[src/rtl/load_scoreboard_pkg.sv]
// Shared core types used by the load scoreboard.
//   regaddr_t   architectural register address
//   mem_op_e    memory operation class of an ID-stage instruction
//   sb_cnt_t    outstanding-load count at the default queue depth
//   reg_match   register-address equality qualified by a "used" flag
package types;

  localparam int unsigned NumRegs          = 32;
  localparam int unsigned RegAddrW         = $clog2(NumRegs);
  localparam int unsigned SbMaxPending     = 4;
  localparam int unsigned SbCntW           = $clog2(SbMaxPending + 1);

  typedef logic [RegAddrW-1:0] regaddr_t;
  typedef logic [SbCntW-1:0]   sb_cnt_t;

  typedef enum logic [1:0] {
    MEM_OP_NONE  = 2'd0,
    MEM_OP_LOAD  = 2'd1,
    MEM_OP_STORE = 2'd2
  } mem_op_e;

  function automatic logic reg_match(regaddr_t a, regaddr_t b, logic used);
    return used && (a == b);
  endfunction

endpackage

[src/rtl/load_scoreboard_sb_counter.sv]
// Saturating up/down counter for outstanding loads.
//   clk, rst_n  clock, asynchronous active-low reset
//   inc, dec    count up / down this cycle (both: unchanged)
//   cnt         current count, 0..MAX
//   err         pulses when an increment at MAX or a decrement at 0 is requested
module sb_counter #(
  parameter int unsigned MAX = 4,
  parameter int unsigned W   = $clog2(MAX + 1)
) (
  input  logic         clk,
  input  logic         rst_n,
  input  logic         inc,
  input  logic         dec,
  output logic [W-1:0] cnt,
  output logic         err
);

  logic [W-1:0] cnt_q, cnt_d;

  always_comb begin
    cnt_d = cnt_q;
    err   = 1'b0;
    if (inc && dec) begin
      // The return being matched had nothing to retire.
      err = (cnt_q == '0);
    end else if (inc) begin
      if (cnt_q == W'(MAX)) err = 1'b1;
      else                  cnt_d = cnt_q + W'(1);
    end else if (dec) begin
      if (cnt_q == '0) err = 1'b1;
      else             cnt_d = cnt_q - W'(1);
    end
  end

  always_ff @(posedge clk or negedge rst_n) begin
    if (!rst_n) cnt_q <= '0;
    else        cnt_q <= cnt_d;
  end

  assign cnt = cnt_q;

endmodule

[src/rtl/load_scoreboard.sv]
// Load-use scoreboard: tracks every in-flight load with a per-register busy
// bitmap and a pending counter, and stalls ID on RAW, WAW or a full load queue.
//   clk, rst_n          clock, asynchronous active-low reset
//   id_*                ID-stage instruction (validity, mem op, sources, dest)
//   flush               ID instruction squashed this cycle
//   ld_ret_valid/_rd    LSU load writeback return
//   load_hazard         stall IA and IF/ID, insert NOP into ID/EX
//   busy_vec            per-register busy bitmap
//   pending_cnt         loads in flight
//   sb_error            sticky protocol-error flag
module load_scoreboard
  import types::*;
#(
  parameter int unsigned NUM_SRC            = 2,
  parameter int unsigned NUM_REGS           = 32,
  parameter int unsigned REG_ADDR_W         = $clog2(NUM_REGS),
  parameter int unsigned MAX_PENDING        = 4,
  parameter bit          ZERO_REG_HARDWIRED = 1'b1,
  parameter bit          WB_BYPASS          = 1'b1,
  parameter int unsigned CNT_W              = $clog2(MAX_PENDING + 1)
) (
  input  logic                          clk,
  input  logic                          rst_n,
  input  logic                          id_valid,
  input  mem_op_e                       id_mem_op,
  input  logic [NUM_SRC*REG_ADDR_W-1:0] id_src_addr,
  input  logic [NUM_SRC-1:0]            id_src_used,
  input  logic [REG_ADDR_W-1:0]         id_rd_addr,
  input  logic                          id_rd_we,
  input  logic                          flush,
  input  logic                          ld_ret_valid,
  input  logic [REG_ADDR_W-1:0]         ld_ret_rd,
  output logic                          load_hazard,
  output logic [NUM_REGS-1:0]           busy_vec,
  output logic [CNT_W-1:0]              pending_cnt,
  output logic                          sb_error
);

  logic [NUM_REGS-1:0] busy_q, busy_d;
  logic                err_q, err_d;
  logic                src_hazard, waw_hazard, cap_hazard;
  logic                issue, cnt_err, ret_err;

  // A register blocks ID when it is busy, unless it is the hardwired zero or
  // its data is being forwarded from this cycle's return.
  function automatic logic blocked(logic [NUM_REGS-1:0] busy, logic [REG_ADDR_W-1:0] a,
                                   logic ret_v, logic [REG_ADDR_W-1:0] ret_rd);
    logic hit;
    hit = busy[a];
    if (ZERO_REG_HARDWIRED && (a == '0)) hit = 1'b0;
    if (WB_BYPASS && reg_match(regaddr_t'(ret_rd), regaddr_t'(a), ret_v)) hit = 1'b0;
    return hit;
  endfunction

  always_comb begin
    src_hazard = 1'b0;
    for (int k = 0; k < NUM_SRC; k++) begin
      if (id_src_used[k] &&
          blocked(busy_q, id_src_addr[k*REG_ADDR_W +: REG_ADDR_W], ld_ret_valid, ld_ret_rd)) begin
        src_hazard = 1'b1;
      end
    end
    waw_hazard  = id_rd_we && blocked(busy_q, id_rd_addr, ld_ret_valid, ld_ret_rd);
    // A same-cycle return frees a slot, so a full queue does not stall then.
    cap_hazard  = (id_mem_op == MEM_OP_LOAD) && (pending_cnt == CNT_W'(MAX_PENDING)) &&
                  !ld_ret_valid;
    load_hazard = id_valid && !flush && (src_hazard || waw_hazard || cap_hazard);
  end

  assign issue = id_valid && !flush && !load_hazard && (id_mem_op == MEM_OP_LOAD) && id_rd_we;

  always_comb begin
    busy_d = busy_q;
    if (ld_ret_valid) busy_d[ld_ret_rd] = 1'b0;
    // Set after clear: a new load to the returning register stays busy.
    if (issue && !(ZERO_REG_HARDWIRED && (id_rd_addr == '0))) busy_d[id_rd_addr] = 1'b1;
    if (ZERO_REG_HARDWIRED) busy_d[0] = 1'b0;
  end

  assign ret_err = ld_ret_valid && !busy_q[ld_ret_rd] &&
                   !(ZERO_REG_HARDWIRED && (ld_ret_rd == '0));
  assign err_d   = err_q || ret_err || cnt_err;

  always_ff @(posedge clk or negedge rst_n) begin
    if (!rst_n) begin
      busy_q <= '0;
      err_q  <= 1'b0;
    end else begin
      busy_q <= busy_d;
      err_q  <= err_d;
    end
  end

  sb_counter #(
    .MAX (MAX_PENDING),
    .W   (CNT_W)
  ) u_sb_counter (
    .clk   (clk),
    .rst_n (rst_n),
    .inc   (issue),
    .dec   (ld_ret_valid),
    .cnt   (pending_cnt),
    .err   (cnt_err)
  );

  assign busy_vec = busy_q;
  assign sb_error = err_q;

endmodule

[config.mk]
export PLATFORM = sky130hd
export DESIGN_NAME = load_scoreboard
export DESIGN_NICKNAME = d
export VERILOG_FILES = /design/src/rtl/load_scoreboard_pkg.sv /design/src/rtl/load_scoreboard_sb_counter.sv /design/src/rtl/load_scoreboard.sv
export SDC_FILE = /design/constraint.sdc
export NUM_CORES = 1
export LEC_CHECK = 0
export ABC_AREA = 1
export BUFFER_PORTS_ARGS = -buffer_cell sky130_fd_sc_hd__buf_2
export CORE_ASPECT_RATIO = 0.9
export CORE_MARGIN = 4
export CORE_UTILIZATION = 34
export DETAILED_ROUTE_END_ITERATION = 6
export GPL_TIMING_DRIVEN = 0
export PLACE_DENSITY = 0.54
export SYNTH_ARGS = -nofsm -noshare
export SYNTH_HDL_FRONTEND = slang
export SYNTH_SLANG_ARGS = --single-unit
[constraint.sdc]
create_clock -name clk -period 2.6 [get_ports clk]
set_input_delay 0.13 -clock clk [delete_from_list [all_inputs] [get_ports clk]]
set_output_delay 0.13 -clock clk [all_outputs]
set_load 0.01 [all_outputs]
# After elaboration in Yosys (flattened, before gate mapping)

Index checks and enable logic that the tools add are counted.

Register bits after elaboration: 35
Output and inout port bits: 37
Bits of input ports: 30
Word-level logic and storage cells: 89

$add $sub $neg: 2
Reductions and logical operators: 36
$lt $le $gt $ge: 6
Equality and inequality tests: 7
Bitwise gates (word level): 4
Muxes and demuxes: 31

Operators with widths:

| kind                | count |
|---|---|
| $mux 32             | 2 |
| $and 32x32->32      | 1 |
| $not 32->32         | 1 |
| $or 32x32->32       | 1 |
| $lt 5x6->1 const B  | 4 |
| $bmux 1 s5          | 4 |
| $logic_not 5->1     | 4 |
| $logic_and 1x1->1   | 19 |
| $mux 1              | 19 |
| $eq 5x5->1          | 3 |
| $mux 3              | 4 |
| $demux 1 s5         | 2 |
| $ge 5x1->1 const B  | 2 |
| $logic_not 1->1     | 6 |
| $logic_or 1x1->1    | 4 |
| $ne 2x2->1 const B  | 2 |
| $reduce_and 4->1    | 1 |
| $add 3x1->3 const B | 1 |
| $eq 3x3->1 const B  | 1 |
| $logic_not 3->1     | 1 |
| $sub 3x1->3 const B | 1 |
| $eq 2x1->1 const B  | 1 |
| $reduce_bool 2->1   | 1 |
| $not 1->1           | 1 |

# Longest topological paths before layout

Gate-level depths: netlist of the first run.

Depth in word-level cells: 17
Mapped depth: 21
Depth with buffers taken out: 20

# Hierarchy

A second synthesis of the first run with hierarchy kept.

Cells, all modules: 610
Area total of the unflattened synthesis: 3508.4 sq um

By module, submodules not included:

| module          | instances | seq. area each (sq um) | area each (sq um) | cells an instance |
|---|---|---|---|---|
| load_scoreboard | 1         | 800.8                  | 3275.6            | 578 |
| sb_counter      | 1         | 75.1                   | 232.7             | 32 |

# Worst setup path before layout of the first run

Ideal clock, no wire load.

Kind: flip-flop to flip-flop
Start: reg busy_q[12] (netlist: busy_vec[12])
End: reg u_sb_counter.cnt_q[2] (netlist: u_sb_counter.cnt[2])
Clock period less this slack: 2.108 ns
Data required time: 2.483 ns
Setup time: 0.117 ns
Setup slack: 0.492 ns
Arrival time: 1.991 ns
Cell stages (with the launch flop): 17
Buffers on the path: 0
Cells stage by stage: dfrtp_1 or2_1 nand3_1 nand3_1 nand3_1 nand2_1 nor2_1 nor2_1 nor2_2 nand3_2 fa_1 inv_1 nand2_1 nand2_1 nand2_1 nand2_1 nand2_1

Word-level cells in the longest chain between the ends: 17
Elaborated cells between the ends (all ways): 31
Classes of those cells: eq/ne (2); mux (15); bitwise (1); reduce/logical (13)

Ends and longest elaborated chain:

| element                                                  | RTL line                         | RTL |
|---|---|---|
| start, declared                                          | load_scoreboard.sv:39            | `logic [NUM_REGS-1:0] busy_q, busy_d;` |
| start signal, assigned                                   | load_scoreboard.sv:89            | `busy_q <= busy_d;` |
| $bmux 1 s5                                               | load_scoreboard.sv:49            | `hit = busy[a];` |
| $mux 1 (implied by the code)                             | load_scoreboard.sv:49            |  |
| $mux 1                                                   | load_scoreboard.sv:50            | `if (ZERO_REG_HARDWIRED && (a == '0)) hit = 1'b0;` |
| $mux 1                                                   | load_scoreboard.sv:51            | `if (WB_BYPASS && reg_match(regaddr_t'(ret_rd), regaddr_t'(a), ret_v)) hit = 1'b0;` |
| $logic_and 1x1->1                                        | load_scoreboard.sv:58            | `if (id_src_used[k] &&` |
| $mux 1 (2 in a row)                                      | load_scoreboard.sv:58            |  |
| $logic_or 1x1->1 (*) (2 in a row)                        | load_scoreboard.sv:67            | `load_hazard = id_valid && !flush && (src_hazard \|\| waw_hazard \|\| cap_hazard);` |
| $logic_and 1x1->1 (*)                                    | load_scoreboard.sv:67            |  |
| $logic_not 1->1 (*)                                      | load_scoreboard.sv:70            | `assign issue = id_valid && !flush && !load_hazard && (id_mem_op == MEM_OP_LOAD) && id_rd_we;` |
| $logic_and 1x1->1 (*) (3 in a row)                       | load_scoreboard.sv:70            |  |
| branches (longest 3 deep; another with $reduce_and 4->1) | n/a                              |  |
| end signal, assigned                                     | load_scoreboard_sb_counter.sv:37 | `else cnt_q <= cnt_d;` |
| end, declared                                            | load_scoreboard_sb_counter.sv:18 | `logic [W-1:0] cnt_q, cnt_d;` |

Every way passes the cells marked *. The select of a mux whose other input is x is not followed.
A chain may end at the register's enable or synchronous reset.

# Worst setup path in the final report of the first run

Ends and elaborated chain as after synthesis.

==> results of run 1 <==
==> registers in the layout, summed over array words and instances, names as in the netlist <==
register,cells
sb_error,1
busy_vec,31
u_sb_counter.cnt,3
==> worst max-delay path: stages, from the launching register on <==
cell and delay, ps:
dfrtp_1 480, or2_1 260, nand3_1 70, nand3_1 70
nand3_1 70, nand2_1 60, nor2_1 80, nor2_1 100
nor2_4 170, nand3_4 130, fa_1 410, nand4_1 130
nand2_1 80, nand3_1 80, nand2_1 50
==> cells by family (layout without fill, tap and decap cells) <==
family	Yosys count	in the layout	share of synthesized area, %
AND/OR/NAND/NOR	357	357	46.0
buffers and inverters	95	161	11.9
XOR/XNOR	3	3	0.799
adder cells (fa/ha/maj)	1	1	0.608
other	1	1	0.114
AO/OA/AOI/OAI	78	78	14.0
flip-flops	35	35	26.6
==> cells in the mapped netlist, types with 7 or more instances <==
cell | n | share of area (%)
nor3_1 | 18 | 2.7
nand2_1 | 216 | 25
nand3_1 | 58 | 8.8
dfrtp_1 | 35 | 27
a21oi_1 | 10 | 1.5
nand4_1 | 21 | 4.0
inv_2 | 12 | 1.4
a22oi_1 | 7 | 1.6
o21ai_0 | 37 | 5.6
inv_1 | 59 | 6.7
nor2_1 | 37 | 4.2
buf_2 | 13 | 2.0
==> power by group through the flow <==
stage               clock [mW]  sequential (mW)  combinational (mW)
CTS                      0.401            0.644               0.466
global placement             0            0.655               0.461
global route             0.431            0.653               0.535
detailed placement           0            0.655               0.462
finish                   0.394            0.647               0.472
floorplan                    0            0.658               0.278
==> layout make-up <==
class                   count  area [µm²]  area share (%)
clock inverters             1        5.00           0.131
plain buffers              23         121            3.16
clock buffers               7        76.3            1.99
repair buffers             58         295            7.70
multi-input cells         440        2040            53.1
well taps                 122         153            3.98
flip-flops and latches     35         878            22.9
inverters                  72         270            7.05
==> how the worst max path moves through the flow <==
stage,start,end,slack (ps),cells after the start
after floorplan,busy_vec[12],u_sb_counter.cnt[2],490,16
after global placement,id_src_addr[5],u_sb_counter.cnt[2],160,19
after detailed placement,id_rd_addr[0],u_sb_counter.cnt[2],110,22
after CTS,busy_vec[12],u_sb_counter.cnt[2],110,16
after global routing,busy_vec[12],u_sb_counter.cnt[2],4,19
final,busy_vec[12],u_sb_counter.cnt[2],220,14
==> layer usage <==
layer / wire (µm) / part of all wire [%]
met4: 300 / 2.2
met1: 5980 / 44
met2: 6100 / 45
met5: 0 / 0
met3: 1150 / 8.5
==> per-stage QoR <==
| step | setup WS [ps] | power (mW) |
|---|---|---|
| after CTS | 112 | 1.51 |
| after global routing | 3.71 | 1.62 |
| after floorplan | 492 | 0.935 |
| final | 223 | 1.51 |
| after detailed placement | 106 | 1.12 |
| after global placement | 161 | 1.12 |
==> what timing repair did <==
action	4_1_cts	5_1_grt
endpoints found under the setup margin	0	1
endpoints found under the hold margin	35	0
gates resized for setup	0	5
hold buffers	1	0
==> flow_summary_export.csv, run 1 <==
group,metric,value,unit
synth,syn_area,3290,µm²
timing,finalCritPeriodShare,91.4,%
pwr,p_sw,0.584,mW
drt,drt_pre_antenna_iters,5,
layout,stdcell_count,758,
synth,ys_seq_area_share,26.6,%
layout,drive_above_1_share,15.9,%
setup_path,crit_type,"flop to flop",
setup_path,arrival,2560,ps
placement,hpwlAfterDp,10400,µm
placement,port_buffers,57,
placement,gp_congestion,0.936,
die,die_x,112,µm
pwr,leakagePower,2.09,nW
drt,num_vias,4168,
setup_path,timing.rr.start,"busy_vec[12]",
synth,ys_ff_latch,35,
grt,grt_pass1_vias,3992,
pwr,pwr-share-comb,31.2,%
setup_path,r2r_cells,14,
timing,drv_slew,0,
die,die_h,101,µm
layout,final_common_cell,"nand2_1",
pwr,p_per_area,394,nW/µm²
placement,postPlaceCellArea,3730,µm²
synth,netlist_instances,570,
synth,postSynthAreaPerCell,5.77,µm²
clocking,cts-root-buf,"clkbuf_8",
setup_path,r2r_slack,220,ps
clocking,clock_latency,290,ps
grt,grt_pass1_wl,21300,µm
synth,yosys_most_used_dff,"dfrtp_1",
die,die-area,11300,µm²
timing,finalSetupViolCount,0,
layout,nNetsFinal,666,
clocking,cts_setup_buffers,0,
worst_hold_path,min_from,"id_rd_addr[0]",
layout,final_cell_area,3830,µm²
setup_path,worstPathRequired,2780,ps
drt,wl_per_cell,17.9,µm
synth,synth_edf_count,0,
worst_hold_path,hp-class,"input pin to flop",
setup_path,cp-start-kind,"flop",
timing,skew,9.23,ps
synth,ys_warn_count,0,
layout,antennaDiodeCount,0,
layout,fillers,1062,
setup_path,cp_max_fo,6,
status,status,"finished clean",
die,start_util,35.4,%
clocking,clk_path_buf_depth,2,
timing,max_freq,421,MHz
worst_hold_path,worstHoldEndpoint,"busy_vec[12]",
timing,hold_slack,253,ps
timing,slew_headroom,43.3,%
flow_run,maxCapViolCount,0,
timing,worstMarginPinSlew,850,ps
clocking,cts_tree,"done",
grt,busiest_layer,"met2",
setup_path,r2r_end,"u_sb_counter.cnt[2]",
drt,drc,0,
die,pin_count,67,
layout,layout_common_cells,"nand2_1 (216), buf_2 (70), inv_1 (58), nand3_1 (58)",
layout,area_growth,16.5,%
grt,grt.total_usage,23.6,%
clocking,cts_buffers,5,
grt,met3_usage,4.60,%
setup_path,crit_path_end_kind,"flop",
timing,finalSetupTns,0,ps
grt,grt_max_degree,36,
timing,rsz0062_at_grt,"false",
worst_hold_path,hold-path-cell-count,4,
die,num_rows,33,
grt,antenna_found_initial,0,
synth,synth_cell_type_count,29,
timing,hold_viol_final,0,
pwr,ir_drop,267,µV
placement,placed_cells,749,
drt,ant_nets,0,
die,core_area,9290,µm²
pwr,cellInternalPower,0.929,mW
clocking,h-tree-depth,2,
layout,final_util,41.3,%
timing,min_period,2380,ps
clocking,clkSlewWorstSetupHoldPaths,80,ps
grt,grt-ovfl-total,0,
grt,use_met1,32.1,%
grt,use_met2,38.1,%
clocking,clock_sinks,35,
drt,drt_iter0_markers,434,
synth,async_flop_share,100,%
drt,vias_per_cell,5.50,
drt,routed_wl,13500,µm
synth,syn-num-nets,601,
pwr,seqPwrFrac,42.8,%
pwr,clockPowerShare,26.0,%
pwr,p_sw_share,38.6,%
Power figures use the tool's default switching activity.
==> run 2, diff against run 1 <==
--- a/config.mk
+++ b/config.mk
@@ -11,7 +11,6 @@
 export CORE_MARGIN = 4
 export CORE_UTILIZATION = 34
 export DETAILED_ROUTE_END_ITERATION = 6
-export GPL_TIMING_DRIVEN = 0
 export PLACE_DENSITY = 0.54
 export SYNTH_ARGS = -nofsm -noshare
 export SYNTH_HDL_FRONTEND = slang
==> run 2 against run 1 <==
  * Critical path depth up 5
  * Non-clock buffer count shrank 3
  * Largest power group unchanged
  * Clock skew decreased by 5.0 ps
  * Count of clock-buffer cells in the layout decreased by 1
  * Cell count fell by 0.40%
  * Maximum frequency down 0.52%
  * Die area did not move
  * Core utilization increased by 0.067 points
  * Clock power is 2% higher
  * Total power is 0.67% higher
  * Combinational power rose by 1%
  * Critical endpoint unchanged
  * Sequential power barely moved
==> flow_summary_export.csv, run 2 (synthesized netlist as in run 1, its figures left out) <==
group,metric,value,unit
status,status,"finished clean",
grt,grt_pass1_wl,21200,µm
drt,drt_iter0_markers,373,
timing,min_period,2390,ps
die,die-area,11300,µm²
layout,regArea,880,µm²
timing,finalSetupTns,0,ps
pwr,pwr-share-comb,31.3,%
layout,layout_common_cells,"nand2_1 (216), buf_2 (65), inv_1 (59), nand3_1 (58)",
timing,worstMarginPinSlew,827,ps
placement,gp_congestion,0.936,
worst_hold_path,hold-path-cell-count,3,
clocking,clkSlewWorstSetupHoldPaths,80,ps
pwr,p_sw,0.593,mW
drt,ant_nets,0,
placement,postPlaceCellArea,3740,µm²
clocking,cts_buffers,5,
grt,antenna_found_initial,0,
layout,largest_reg_flops,31,
setup_path,crit_path_end_kind,"flop",
pwr,ir_drop,233,µV
drt,wl_per_cell,17.8,µm
setup_path,r2r_cells,19,
timing,skew,4.27,ps
timing,hold_slack,200,ps
pwr,p_per_area,396,nW/µm²
timing,hold_viol_final,0,
drt,drt_pre_antenna_iters,6,
drt,vias_per_cell,5.52,
pwr,p_sw_share,38.9,%
layout,final_cell_area,3840,µm²
grt,grt_max_degree,36,
placement,port_buffers,65,
layout,nNetsFinal,663,
worst_hold_path,hp-class,"input pin to flop",
timing,slew_headroom,44.9,%
pwr,seqPwrFrac,42.4,%
grt,grt_pass1_vias,3908,
setup_path,cp_max_fo,6,
placement,hpwlAfterDp,10400,µm
timing,finalCritPeriodShare,91.9,%
die,die_x,112,µm
drt,drc,0,
layout,area_growth,16.7,%
timing,drv_slew,0,
clocking,clk_path_buf_depth,2,
setup_path,arrival,2580,ps
drt,num_vias,4169,
clocking,h-tree-depth,2,
setup_path,worstPathRequired,2790,ps
layout,multi_input_area,2030,µm²
clocking,clock_sinks,35,
timing,finalSetupViolCount,0,
timing,rsz0062_at_grt,"false",
die,core_area,9290,µm²
flow_run,maxCapViolCount,0,
die,start_util,35.4,%
placement,dp_slack,126,ps
layout,final_common_cell,"nand2_1",
timing,max_freq,419,MHz
die,die_h,101,µm
setup_path,crit_type,"flop to flop",
layout,fillers,1045,
pwr,leakagePower,2.10,nW
grt,grt.total_usage,23.6,%
grt,grt-ovfl-total,0,
pwr,cellInternalPower,0.930,mW
pwr,clockPowerShare,26.2,%
clocking,cts_tree,"done",
clocking,clock_latency,290,ps
die,pin_count,67,
layout,antennaDiodeCount,0,
die,num_rows,33,
setup_path,cp-start-kind,"flop",
timing,setup_ws,211,ps
layout,drive_above_1_share,16.4,%
clocking,cts-root-buf,"clkbuf_8",
drt,routed_wl,13500,µm
run 2: worst paths after layout:
kind                                       end         start  slack (ps)
max                        u_sb_counter.cnt[2]  busy_vec[18]         210
min                                   sb_error  ld_ret_valid         200
min in group asynchronous         busy_vec[15]         rst_n         470
max reg2reg                u_sb_counter.cnt[2]  busy_vec[18]         210
min reg2reg                           sb_error      sb_error         510
max in group asynchronous         busy_vec[29]         rst_n        1560
run 2: per-stage QoR:
stage / util (%) / power [mW] / instances
floorplan: - / 0.935 / 570
global placement: 40.2 / 1.12 / 746
detailed placement: 40.2 / 1.12 / 746
CTS: 41.3 / 1.53 / 755
global route: 41.3 / 1.63 / 755
finish: 41.3 / 1.52 / 755
run 2: power groups by stage:
stage / combinational, mW / clock, mW / sequential (mW)
4_1_cts: 0.472 / 0.418 / 0.644
2_1_floorplan: 0.278 / 0 / 0.658
3_5_place_dp: 0.469 / 0 / 0.654
3_3_place_gp: 0.471 / 0 / 0.654
5_1_grt: 0.535 / 0.444 / 0.654
6_report: 0.477 / 0.400 / 0.646
run 2: final cells by class:
| class | count | share of cell area [%] |
|---|---|---|
| clock buffers | 6 | 1.89 |
| multi-input cells | 440 | 52.8 |
| clock inverters | 2 | 0.326 |
| well taps | 122 | 3.97 |
| repair buffers | 78 | 11.1 |
| inverters | 72 | 7.04 |
| flip-flops and latches | 35 | 22.9 |
run 2: timing repair:
action                                  in CTS  in global routing
setup buffers                                0                  0
hold buffers                                 1                  0
endpoints found under the setup margin       0                  1
hold endpoints to repair                    35                  0
resized for setup                            0                  4
run 2: metal layers:
layer  share of wire (%)  routed length, µm  track usage (%)  vias up
met5                   0                  0                0        -
met4                 2.5                333             7.30        0
met3                 8.8               1180             3.94       29
met2                  44               5960             37.4      206
met1                  44               5990             33.0     1955
li1                    -                  -                -     1979
run 2: worst max-delay path: stages (launching register included):
cell and delay (ps):
dfrtp_1 470, nand2_1 100, nand2_1 60, nand2_1 60
nand2_1 50, nand2_1 50, nand2_1 60, nor2_1 90
nand2_1 70, nand2_1 110, nand2_1 100, nor2_4 160
nand3_2 150, fa_1 420, inv_1 70, nand2_1 50
nand2_1 80, nand2_1 60, nand2_1 60, nand2_1 40
==> run 3, diff against run 2 <==
--- a/config.mk
+++ b/config.mk
@@ -5,7 +5,6 @@
 export SDC_FILE = /design/constraint.sdc
 export NUM_CORES = 1
 export LEC_CHECK = 0
-export ABC_AREA = 1
 export BUFFER_PORTS_ARGS = -buffer_cell sky130_fd_sc_hd__buf_2
 export CORE_ASPECT_RATIO = 0.9
 export CORE_MARGIN = 4
==> run 3 against run 2 <==
  * Routed wire length is 9.2% lower
  * Combinational power is 17% higher
  * Synthesized cell count is 43% lower
  * The run now ends with negative setup slack left
  * Non-clock buffer count is 84 higher
==> flow_summary_export.csv, run 3 <==
group,metric,value,unit
die,die_h,97.8,µm
placement,gp_congestion,0.961,
layout,final_util,49.2,%
drt,drt_pre_antenna_iters,5,
placement,hpwlAfterDp,9480,µm
clocking,clock_latency,290,ps
synth,netlist_instances,323,
grt,grt.total_usage,23.3,%
die,core_area,8650,µm²
grt,grt-ovfl-total,0,
setup_path,cp_max_fo,5,
drt,drt_iter0_markers,287,
synth,async_flop_share,100,%
die,die-area,10500,µm²
layout,area_growth,39.6,%
grt,grt_max_degree,36,
die,num_rows,32,
timing,hold_viol_final,0,
timing,min_period,2770,ps
synth,synth_cell_type_count,49,
setup_path,crit_path_end_kind,"flop",
synth,yosysTopAreaCell,"dfrtp_1",
timing,setup_ws,-166,ps
pwr,p_sw,0.585,mW
synth,synth_edf_count,0,
pwr,clockPowerShare,28.0,%
die,die_x,108,µm
layout,nNetsFinal,497,
die,start_util,35.3,%
synth,ys_warn_count,0,
layout,largest_reg_flops,31,
timing,drv_slew,0,
grt,grt_pass1_vias,3279,
worst_hold_path,hp-class,"input pin to flop",
die,pin_count,67,
timing,max_freq,362,MHz
pwr,p_sw_share,35.1,%
synth,synth.top_cell.area_share,28.7,%
pwr,pwr-share-comb,33.4,%
setup_path,arrival,2980,ps
drt,routed_wl,12200,µm
pwr,p_per_area,391,nW/µm²
drt,num_vias,3350,
setup_path,cp-start-kind,"flop",
layout,antennaDiodeCount,0,
timing,finalSetupViolCount,17,
drt,wl_per_cell,20.9,µm
clocking,h-tree-depth,2,
synth,yosys_most_used_dff,"dfrtp_1",
layout,drive_above_1_share,45.4,%
setup_path,worstPathRequired,2810,ps
layout,final_common_cell,"buf_4",
layout,layout_common_cells,"buf_4 (94), buf_2 (65), mux2i_1 (41), dfrtp_1 (35), o21ai_0 (34)",
drt,ant_nets,0,
status,status,"complete, but fails checks",
synth,ys_ff_latch,35,
synth,postSynthAreaPerCell,9.44,µm²
timing,hold_slack,325,ps
pwr,leakagePower,1.99,nW
clocking,clk_path_buf_depth,2,
timing,worstMarginPinSlew,986,ps
grt,antenna_found_initial,0,
clocking,clock_sinks,35,
pwr,cellInternalPower,1.08,mW
drt,drc,0,
clocking,cts_buffers,5,
setup_path,crit_type,"flop to flop",
flow_run,maxCapViolCount,0,
clocking,cts-root-buf,"clkbuf_8",
timing,finalCritPeriodShare,106,%
timing,rsz0062_at_grt,"true",
pwr,ir_drop,195,µV
drt,vias_per_cell,5.72,
timing,finalSetupTns,-1670,ps
synth,ys_seq_area_share,28.7,%
synth,synth_area_leaders,"dfrtp_1 (29%), mux2i_1 (13%), mux4_2 (10%), o21ai_0 (6.7%), xnor2_1 (3.7%)",
clocking,clkSlewWorstSetupHoldPaths,80,ps
pwr,seqPwrFrac,38.6,%
synth,syn-num-nets,354,
placement,port_buffers,65,
grt,grt_pass1_wl,18800,µm
clocking,cts_tree,"done",
synth,yosys-top-cells-count,"mux2i_1 (41), o21ai_0 (41), dfrtp_1 (35)",
status,failed_checks,"negative setup slack",
synth,syn_area,3050,µm²
timing,slew_headroom,32.6,%
timing,skew,4.69,ps
run 3: metrics by stage:
step | cells | power [mW] | instance area, µm² | setup WS [ps]
2_1_floorplan | 323 | 0.947 | 3050 | -61.2
3_5_place_dp | 571 | 1.19 | 4050 | -271
3_3_place_gp | 571 | 1.19 | 4050 | -171
5_1_grt | 586 | 1.75 | 4260 | -286
6_report | 586 | 1.67 | 4260 | -166
4_1_cts | 585 | 1.66 | 4210 | -117
run 3: repair_timing:
item / CTS / global route
pin swaps: 3 / 0
hold endpoints to repair: 35 / 0
buffers inserted: 5 / 1
endpoints found under the setup margin: 29 / 34
gates resized for setup: 2 / 17
hold buffers: 1 / 0
run 3: logic make-up (layout without fill, tap and decap cells):
logic type / Yosys count / count (layout) / share of synthesized area, %
buffers and inverters: 37 / 181 / 6.32
AOI/OAI and AO/OA: 100 / 100 / 19.9
and+or+nand+nor: 78 / 78 / 15.9
DFF: 35 / 35 / 28.7
muxes: 55 / 55 / 23.8
xor gates and xnor gates: 16 / 16 / 4.60
adders and majority gates: 1 / 1 / 0.657
other: 1 / 1 / 0.123
run 3: worst paths after layout:
| path | start | end | slack [ps] | cells after the start |
|---|---|---|---|---|
| max | busy_vec[6] | busy_vec[11] | -170 | 12 |
| max reg2reg | busy_vec[6] | busy_vec[11] | -170 | 12 |
| min in group asynchronous | rst_n | busy_vec[14] | 490 | 2 |
| min | id_rd_addr[4] | busy_vec[2] | 320 | 4 |
| max in group asynchronous | rst_n | u_sb_counter.cnt[0] | 1580 | 2 |
| min reg2reg | sb_error | sb_error | 480 | 1 |
run 3: final cells by class:
| type | count | area, µm² |
|---|---|---|
| fillers | 831 | 4390 |
| multi-input cells | 251 | 2020 |
| repair buffers | 162 | 1060 |
| flip-flops and latches | 35 | 876 |
| well taps | 119 | 149 |
| clock buffers | 7 | 96.3 |
| inverters | 11 | 41.3 |
| clock inverters | 1 | 7.51 |
run 3: critical path, stage by stage (launching register included):
cell,delay [ps]
dfrtp_1,400
buf_4,160
mux2i_1,160
o22ai_1,100
nor4_1,300
buf_4,170
nor3_2,60
nor2_4,100
or3b_4,420
buf_4,150
or3_4,350
buf_4,170
o21ai_1,150
run 3: metal layers:
layer | track usage (%) | up-vias | wire length, µm
met1 | 35.2 | 1667 | 5680
li1 | - | 1516 | -
met2 | 33.1 | 141 | 5240
met5 | 0 | - | 0
met4 | 6.31 | 0 | 268
met3 | 5.62 | 26 | 1050
run 3: power by group through the flow:
stage / Clock (mW) / Sequential [mW] / Combinational, mW
6_report: 0.466 / 0.643 / 0.556
5_1_grt: 0.493 / 0.650 / 0.603
4_1_cts: 0.472 / 0.638 / 0.548
3_5_place_dp: 0 / 0.651 / 0.539
3_3_place_gp: 0 / 0.650 / 0.536
2_1_floorplan: 0 / 0.659 / 0.288
